===== config.mk =====
export PLATFORM = sky130hd
export DESIGN_NAME = pdm_decimator_flat
export DESIGN_NICKNAME = d
export VERILOG_FILES = /design/src/rtl/pdm_decimator_if.sv /design/src/rtl/pdm_decimator.sv /design/src/flat_wrapper.sv
export SDC_FILE = /design/constraint.sdc
export NUM_CORES = 1
export LEC_CHECK = 0
export ABC_AREA = 1
export BUFFER_PORTS_ARGS = -buffer_cell sky130_fd_sc_hd__buf_2
export CORE_MARGIN = 4
export CORE_UTILIZATION = 30
export CTS_CLUSTER_SIZE = 30
export DETAILED_ROUTE_END_ITERATION = 10
export HOLD_SLACK_MARGIN = 0.06
export SETUP_SLACK_MARGIN = 0.4
export SLEW_MARGIN = 20
export SYNTH_ARGS = -nofsm -noshare
export SYNTH_HDL_FRONTEND = slang
export SYNTH_SLANG_ARGS = --single-unit

===== constraint.sdc =====
create_clock -name clk -period 5.4 [get_ports clk]
set_clock_uncertainty 0.2 [all_clocks]
set_input_delay 0.81 -clock clk [delete_from_list [all_inputs] [get_ports clk]]
set_output_delay 0.81 -clock clk [all_outputs]
set_load 0.05 [all_outputs]

===== src/rtl/pdm_decimator_if.sv =====
// PDM input / PCM output bundle for the sinc3 decimator.
// The source side drives the PDM bit stream and consumes the PCM samples.
interface pdm_decimator_if #(
  parameter int DATA = 12
);
  logic                   pdm_in;
  logic                   pdm_valid;
  logic signed [DATA-1:0] dout;
  logic                   dout_valid;

  modport master (
    output pdm_in,
    output pdm_valid,
    input  dout,
    input  dout_valid
  );

  modport slave (
    input  pdm_in,
    input  pdm_valid,
    output dout,
    output dout_valid
  );
endinterface


===== src/rtl/pdm_decimator.sv =====
// 3rd-order CIC decimator turning a 1-bit PDM stream back into signed PCM.
// The output code uses the DAC encoding: ones-density p maps to 4096*p - 2048.
//
// warm-up FSM
//   state | meaning
//   WARM0 | no decimation event seen since reset
//   WARM1 | one event seen, comb history still filling
//   WARM2 | two events seen, comb history still filling
//   RUN   | comb history valid, every event strobes dout_valid
module pdm_decimator #(
  parameter int DATA       = 12,
  parameter int LOG2_DECIM = 6
) (
  input  logic          clk,
  input  logic          rst_n,
  pdm_decimator_if.slave pdm
);

  localparam int W     = 3 * LOG2_DECIM + 2;
  localparam int SHIFT = 3 * LOG2_DECIM + 1 - DATA;

  localparam logic [LOG2_DECIM-1:0] CNT_LAST = '1;
  localparam logic [LOG2_DECIM-1:0] CNT_ONE  = LOG2_DECIM'(1);

  localparam logic signed [DATA-1:0] Y_MAX = {1'b0, {(DATA-1){1'b1}}};
  localparam logic signed [DATA-1:0] Y_MIN = {1'b1, {(DATA-1){1'b0}}};

  typedef enum logic [1:0] {
    WARM0 = 2'd0,
    WARM1 = 2'd1,
    WARM2 = 2'd2,
    RUN   = 2'd3
  } warm_state_t;

  warm_state_t r_state;
  warm_state_t w_state_nxt;
  logic        w_strobe;

  logic signed [W-1:0]    r_i1, r_i2, r_i3;
  logic signed [W-1:0]    r_d1, r_d2, r_d3;
  logic [LOG2_DECIM-1:0]  r_cnt;
  logic                   r_dec_tick;
  logic signed [DATA-1:0] r_dout;
  logic                   r_dout_valid;

  logic signed [W-1:0]    w_x;
  logic signed [W-1:0]    w_c1, w_c2, w_c3;
  logic signed [W-1:0]    w_c3_shr;
  logic signed [DATA:0]   w_y_wide;
  logic signed [DATA-1:0] w_y;

  // 1 -> +1, 0 -> -1, already sign-extended to W bits
  assign w_x = {{(W-1){~pdm.pdm_in}}, 1'b1};

  assign w_c1 = r_i3 - r_d1;
  assign w_c2 = w_c1 - r_d2;
  assign w_c3 = w_c2 - r_d3;

  // After the shift only DATA+1 significant bits remain; clamp the extra one.
  assign w_c3_shr = w_c3 >>> SHIFT;
  assign w_y_wide = w_c3_shr[DATA:0];

  always_comb begin
    w_y = w_y_wide[DATA-1:0];
    if (!w_y_wide[DATA] && w_y_wide[DATA-1]) begin
      w_y = Y_MAX;
    end else if (w_y_wide[DATA] && !w_y_wide[DATA-1]) begin
      w_y = Y_MIN;
    end
  end

  always_ff @(posedge clk) begin
    if (!rst_n) begin
      r_i1       <= '0;
      r_i2       <= '0;
      r_i3       <= '0;
      r_cnt      <= '0;
      r_dec_tick <= 1'b0;
    end else begin
      if (pdm.pdm_valid) begin
        r_i1  <= r_i1 + w_x;
        r_i2  <= r_i2 + r_i1;
        r_i3  <= r_i3 + r_i2;
        r_cnt <= r_cnt + CNT_ONE;
      end
      r_dec_tick <= pdm.pdm_valid && (r_cnt == CNT_LAST);
    end
  end

  // Comb sees the pre-update i3 even if a new bit is accepted this cycle.
  always_ff @(posedge clk) begin
    if (!rst_n) begin
      r_d1         <= '0;
      r_d2         <= '0;
      r_d3         <= '0;
      r_dout       <= '0;
      r_dout_valid <= 1'b0;
    end else begin
      if (r_dec_tick) begin
        r_d1   <= r_i3;
        r_d2   <= w_c1;
        r_d3   <= w_c2;
        r_dout <= w_y;
      end
      r_dout_valid <= w_strobe;
    end
  end

  always_ff @(posedge clk) begin
    if (!rst_n) begin
      r_state <= WARM0;
    end else begin
      r_state <= w_state_nxt;
    end
  end

  always_comb begin
    w_state_nxt = r_state;
    w_strobe    = 1'b0;
    case (r_state)
      WARM0: if (r_dec_tick) w_state_nxt = WARM1;
      WARM1: if (r_dec_tick) w_state_nxt = WARM2;
      WARM2: if (r_dec_tick) w_state_nxt = RUN;
      RUN:   w_strobe = r_dec_tick;
      default: w_state_nxt = WARM0;
    endcase
  end

  assign pdm.dout       = r_dout;
  assign pdm.dout_valid = r_dout_valid;

endmodule


===== src/flat_wrapper.sv =====
// flat-port wrapper written by rule: the top's interface ports become plain ports
module pdm_decimator_flat 
#(
  parameter int DATA       = 12,
  parameter int LOG2_DECIM = 6
)
  (clk, rst_n, pdm_pdm_in, pdm_pdm_valid, pdm_dout, pdm_dout_valid);
  pdm_decimator_if #(.DATA(DATA)) pdm_i ();
  input  logic clk;
  input  logic rst_n;
  input wire logic [$bits(pdm_i.pdm_in)-1:0] pdm_pdm_in;
  input wire logic [$bits(pdm_i.pdm_valid)-1:0] pdm_pdm_valid;
  output wire logic [$bits(pdm_i.dout)-1:0] pdm_dout;
  output wire logic [$bits(pdm_i.dout_valid)-1:0] pdm_dout_valid;
  assign pdm_i.pdm_in = pdm_pdm_in;
  assign pdm_i.pdm_valid = pdm_pdm_valid;
  assign pdm_dout = pdm_i.dout;
  assign pdm_dout_valid = pdm_i.dout_valid;
  pdm_decimator #(.DATA(DATA), .LOG2_DECIM(LOG2_DECIM)) u_core (.clk(clk), .rst_n(rst_n), .pdm(pdm_i));
endmodule

# == Word level (Yosys, flattened, before mapping) ==
# Cells that the tools add are included.
# totals
reg_bits,142
input_bits,4
out_inout_bits,13
wordCells,41
# op_classes
add_sub_neg,7
n_eq_ne,7
n_mux,6
bitwise,1
n_reduce_logical,9
# op_table
operator,count
subtractor 20 bit,3
adder 20 bit,2
two-way mux 12 bit,2
adder 20 x 2 -> 20 bit,1
"adder 6 x 1 -> 6 bit, second input constant",1
"equality test 6 bit, second input constant",1
two-way mux 2 bit,3
"inequality test 2 x 1 -> 1 bit, second input constant",3
case mux 2 bit (3 select lines),1
"equality test 2 bit, second input constant",2
AND reduction 4 bit,1
logical AND 1 bit,3
nonzero test 3 bit,1
"equality test 2 x 1 -> 1 bit, second input constant",1
zero test 1 bit,2
zero test 2 bit,1
AND reduction 2 bit,1
inverter 1 bit,1

# == Depth between registers and ports, before layout ==
# logic_depth
depth_word,7
depth_mapped,42
depth_no_buf,42

# == Worst setup path after synthesis ==
# No wires, ideal clock.
# synth_timing
path_kind,register to register
startpoint,reg u_core.r_i3[0]
endpoint,"reg u_core.r_dout[0], in the netlist u_core.pdm.dout[0]"
setup_time_ns,0.122
arrival_time_ns,4.711
required_ns,5.078
setup_slack_ns,0.367
stages_incl_launch_ff,38
path_buffers,1
cell_sequence,dfxtp_1 > inv_1 > ha_1 > inv_1 > fa_1 > nand3_1 > nand2_1 > nand2_1 > nand2_1 > a21o_1 > nand2_1 > nand2_1 > nand3_1 > nand2_1 > xor2_1 > ha_1 > a21o_1 > a21oi_1 > [2 not listed] > o21ai_1 > a31oi_1 > nor2_1 > nor2_1 > xor2_1 > ha_1 > nand2_1 > nor2_1 > nand2_1 > nor4b_1 > nand2_1 > nand3_1 > inv_1 > nand3_1 > nand3_2 > buf_12 > nand2_2 > a21oi_2
# synth_between
elab_chain_cells,7
elab_cells_between_ends,9
# synth_lines
element,line_no,text
"start, declared",pdm_decimator.sv:39,"logic signed [W-1:0] r_i1, r_i2, r_i3;"
"start signal, assigned",pdm_decimator.sv:83,r_i3 <= r_i3 + r_i2;
subtractor 20 bit (*),pdm_decimator.sv:55,assign w_c1 = r_i3 - r_d1;
net u_core.w_c1[10],pdm_decimator.sv:47,"logic signed [W-1:0] w_c1, w_c2, w_c3;"
subtractor 20 bit (*),pdm_decimator.sv:56,assign w_c2 = w_c1 - r_d2;
net u_core.w_c2[17],pdm_decimator.sv:47,
subtractor 20 bit (*),pdm_decimator.sv:57,assign w_c3 = w_c2 - r_d3;
zero test 1 bit,pdm_decimator.sv:67,end else if (w_y_wide[DATA] && !w_y_wide[DATA-1]) begin
logical AND 1 bit,pdm_decimator.sv:67,
two-way mux 12 bit,pdm_decimator.sv:67,
two-way mux 12 bit (*),pdm_decimator.sv:65,if (!w_y_wide[DATA] && w_y_wide[DATA-1]) begin
"end signal, assigned",pdm_decimator.sv:103,r_dout <= w_y;
"end, declared",pdm_decimator.sv:43,logic signed [DATA-1:0] r_dout;
# The timed path passes the listed nets; every way through them passes the cells marked *.
# A chain may end at the register's enable or synchronous reset.

# == Worst setup path in the final report ==
# layout_timing
startpoint,reg u_core.r_i3[0]
endpoint,"reg u_core.r_dout[6], in the netlist u_core.pdm.dout[6]"
# The elaborated chain is that of the path after synthesis.

==> impl_metrics.tcl <==
set metrics [dict create \
    ctsHtreeMaxLevel 4 \
    crit_type "flop to flop" \
    route.detailed.drc 0 \
    path_common_cell "nand2_2" \
    holdWs_ns 0.262 \
    wl_mm 24.4 \
    setup_total_negative_slack_ns 0 \
    worst_rel_slew_slack_pct 35.9 \
    die_y_um 196 \
    ys_types 43 \
    synth_top_area_share_pct 26.9 \
    antenna_found_initial 0 \
    cell_area_placed_um2 11100 \
    overflow 0 \
    final_common_cell "inv_1" \
    place_congestion 0.883 \
    postRouteAntennaNets 0 \
    routedWlPerCell_um 12.1 \
    floorplan.initialDensity_pct 30.5 \
    final_cell_mix "220 x inv_1, 196 x nand2_1, 178 x a21oi_1" \
    postSynthNetCount 1646 \
    grt_start_max_net_pins 110 \
    setup_viol 0 \
    hold_path.class "flop to flop" \
    fraction_of_final_layout_cells_with_drive_strength_greater_than_1_pct 13.0 \
    avgViaCountPerCell 4.72 \
    power.density_nw_per_um2 455 \
    post_synth_edffs 0 \
    holdBufCountCts 0 \
    synth-seq-area-share_pct 26.9 \
    synth_top_cell_by_area "dfxtp_1" \
    place_hpwl_mm 17.6 \
    avgSynthCellArea_um2 6.96 \
    rsz_0062_raised_after_global_routing "yes" \
    n_antenna_cell 0 \
    max_cap_viol_count 0 \
    numClockSinks 142 \
    chipWidth_um 196 \
    cts_tree "built" \
    row_count 68 \
    worst_ir_drop_vdd_mv 0.525 \
    globalRouteTotalUtil_pct 12.5 \
    layout.cell_area.non_filler_um2 12300 \
    synth_cells 1519 \
    ys_async_rst_share_pct 0 \
    detail_route.iter0.violations 298 \
    yosys-top-cells-area "dfxtp_1 27%, ha_1 14%, a21oi_1 9.1%" \
    yosys_warnings 0 \
    drt_pre_antenna_iters 5 \
    clkSlewWorstSetupHoldPaths_ns 0.06 \
    max_slew_vio_count 0 \
    worst_path_max_delay_cell "ha_1" \
    timing.final.hold_violations 0 \
    crit_path_max_fanout 5 \
    port_buffers 16 \
    dominantRegCellSynth "dfxtp_1" \
    design.final.nets 1667 \
    period_share_pct 96.1 \
    syn_to_final_growth_pct 16.2 \
    timing.fmax_mhz 193 \
    clock_latency_ns 0.43 \
    arrival_ns 5.30 \
    inserted_clock_buffers 17 \
    critical_path.endpoint_type "flop" \
    start_kind "flop" \
    p_leak_uw 0.00581 \
    post_layout_min_period_ns 5.19 \
    route.vias.total 9465 \
    design.core.area_um2 34600 \
    yosys_register_bits 142 \
    worstMarginPinSlew_ns 0.962 \
    design.portCount 17 \
    final_util_pct 35.5 \
    worstPathRequired_ns 5.52 \
    cts_buffer_depth 2 \
    outcome "completed" \
    grt_pass1_vias 9018 \
    die_area_um2 38300 \
    grt_first_pass_wirelength_mm 41.1 \
    synth_area_um2 10600 \
    cp_slowest_stage_delay_ns 0.39 \
    clock_tree.root_cell "clkbuf_16" \
]
==> synth_stat cells (all sizes together) (4+ instances only) <==
master	number
nand3	45
xor2	55
nor4	5
ha	118
a21o	8
o21ai	174
buf	4
o221ai	6
nand2	230
a21oi	204
nand4	10
fa	5
nor3	7
a211oi	4
xnor2	29
inv	231
dfxtp	142
clkbuf	40
a31oi	9
o211ai	19
nor2	156
==> sequential cells by signal, indices dropped and copies added (netlist names) <==
register	flops
u_core.r_i1	20
u_core.r_cnt	6
u_core.r_d2	20
u_core.r_state	2
u_core.r_d3	20
u_core.r_i2	20
u_core.r_d1	20
u_core.r_i3	20
u_core.pdm.dout	12
u_core.r_dec_tick	1
u_core.pdm.dout_valid	1
==> power by group <==
group | internal (µW) | switching (µW)
Sequential | 1100 | 58.2
Clock | 758 | 466
Combinational | 1300 | 1910
==> through the flow <==
| step | instances | power (µW) | setup WS (ns) |
|---|---|---|---|
| 6_report | 2007 | 5590 | 0.212 |
| 5_1_grt | 2007 | 6050 | -0.128 |
| 4_1_cts | 1997 | 5190 | 0.172 |
| 3_5_place_dp | 1955 | 3790 | -0.0792 |
| 3_3_place_gp | 1955 | 3750 | 0.0241 |
| 2_1_floorplan | 1519 | 3330 | 0.419 |
==> logic make-up (layout without fill, tap and decap cells) <==
family	after synthesis	after routing	synth area share, %
xor gates and xnor gates	84	84	6.96
DFF	142	142	26.9
AOI/OAI and AO/OA	433	433	22.2
buffers and inverters	275	308	9.94
and+or+nand+nor	462	462	19.1
adders and majority gates	123	123	14.9
==> critical path, delay by kind of cell (launching register included) <==
kind / cells / cell delay [ns]
and+or+nand+nor: 17 / 1.54
adders and majority gates: 4 / 1.09
DFF: 1 / 0.32
xor gates and xnor gates: 3 / 0.56
AOI/OAI and AO/OA: 8 / 1.07
buffers and inverters: 4 / 0.29
==> timing repair <==
action	CTS	global route
pin swaps	23	44
cloned	1	1
buffers inserted	10	9
gates resized for setup	32	63
endpoints found under the setup margin	12	12
==> per-layer routing <==
metal | wire, µm | vias to the layer above | track usage (%)
li1 | - | 5086 | -
met1 | 11400 | 4234 | 15.4
met2 | 11800 | 115 | 22.4
met3 | 683 | 30 | 2.30
met4 | 468 | 0 | 3.59
met5 | 0 | - | 0
==> final cells by class <==
type / instances / area [µm²]
Fill cell: 3626 / 22300
Multi-Input combinational cell: 1102 / 7050
Sequential cell: 142 / 2850
Inverter: 231 / 872
Tap cell: 455 / 569
Clock buffer: 21 / 470
Timing Repair Buffer: 45 / 323
Clock inverter: 10 / 138
Timing Repair inverter: 1 / 8.76
==> worst paths after layout <==
path                                     endpoint  cells after the start  slack [ns]                         from
hold reg to reg       u_core.r_d3[1]$_SDFFE_PN0P_                      2        0.26  u_core.r_d3[1]$_SDFFE_PN0P_
setup reg to reg  u_core.pdm.dout[6]$_SDFFE_PN0P_                     36        0.21  u_core.r_i3[0]$_SDFFE_PN0P_
hold / removal        u_core.r_d3[1]$_SDFFE_PN0P_                      2        0.26  u_core.r_d3[1]$_SDFFE_PN0P_
setup / recovery  u_core.pdm.dout[6]$_SDFFE_PN0P_                     36        0.21  u_core.r_i3[0]$_SDFFE_PN0P_
No activity file was read; power rests on OpenSTA's default activity.
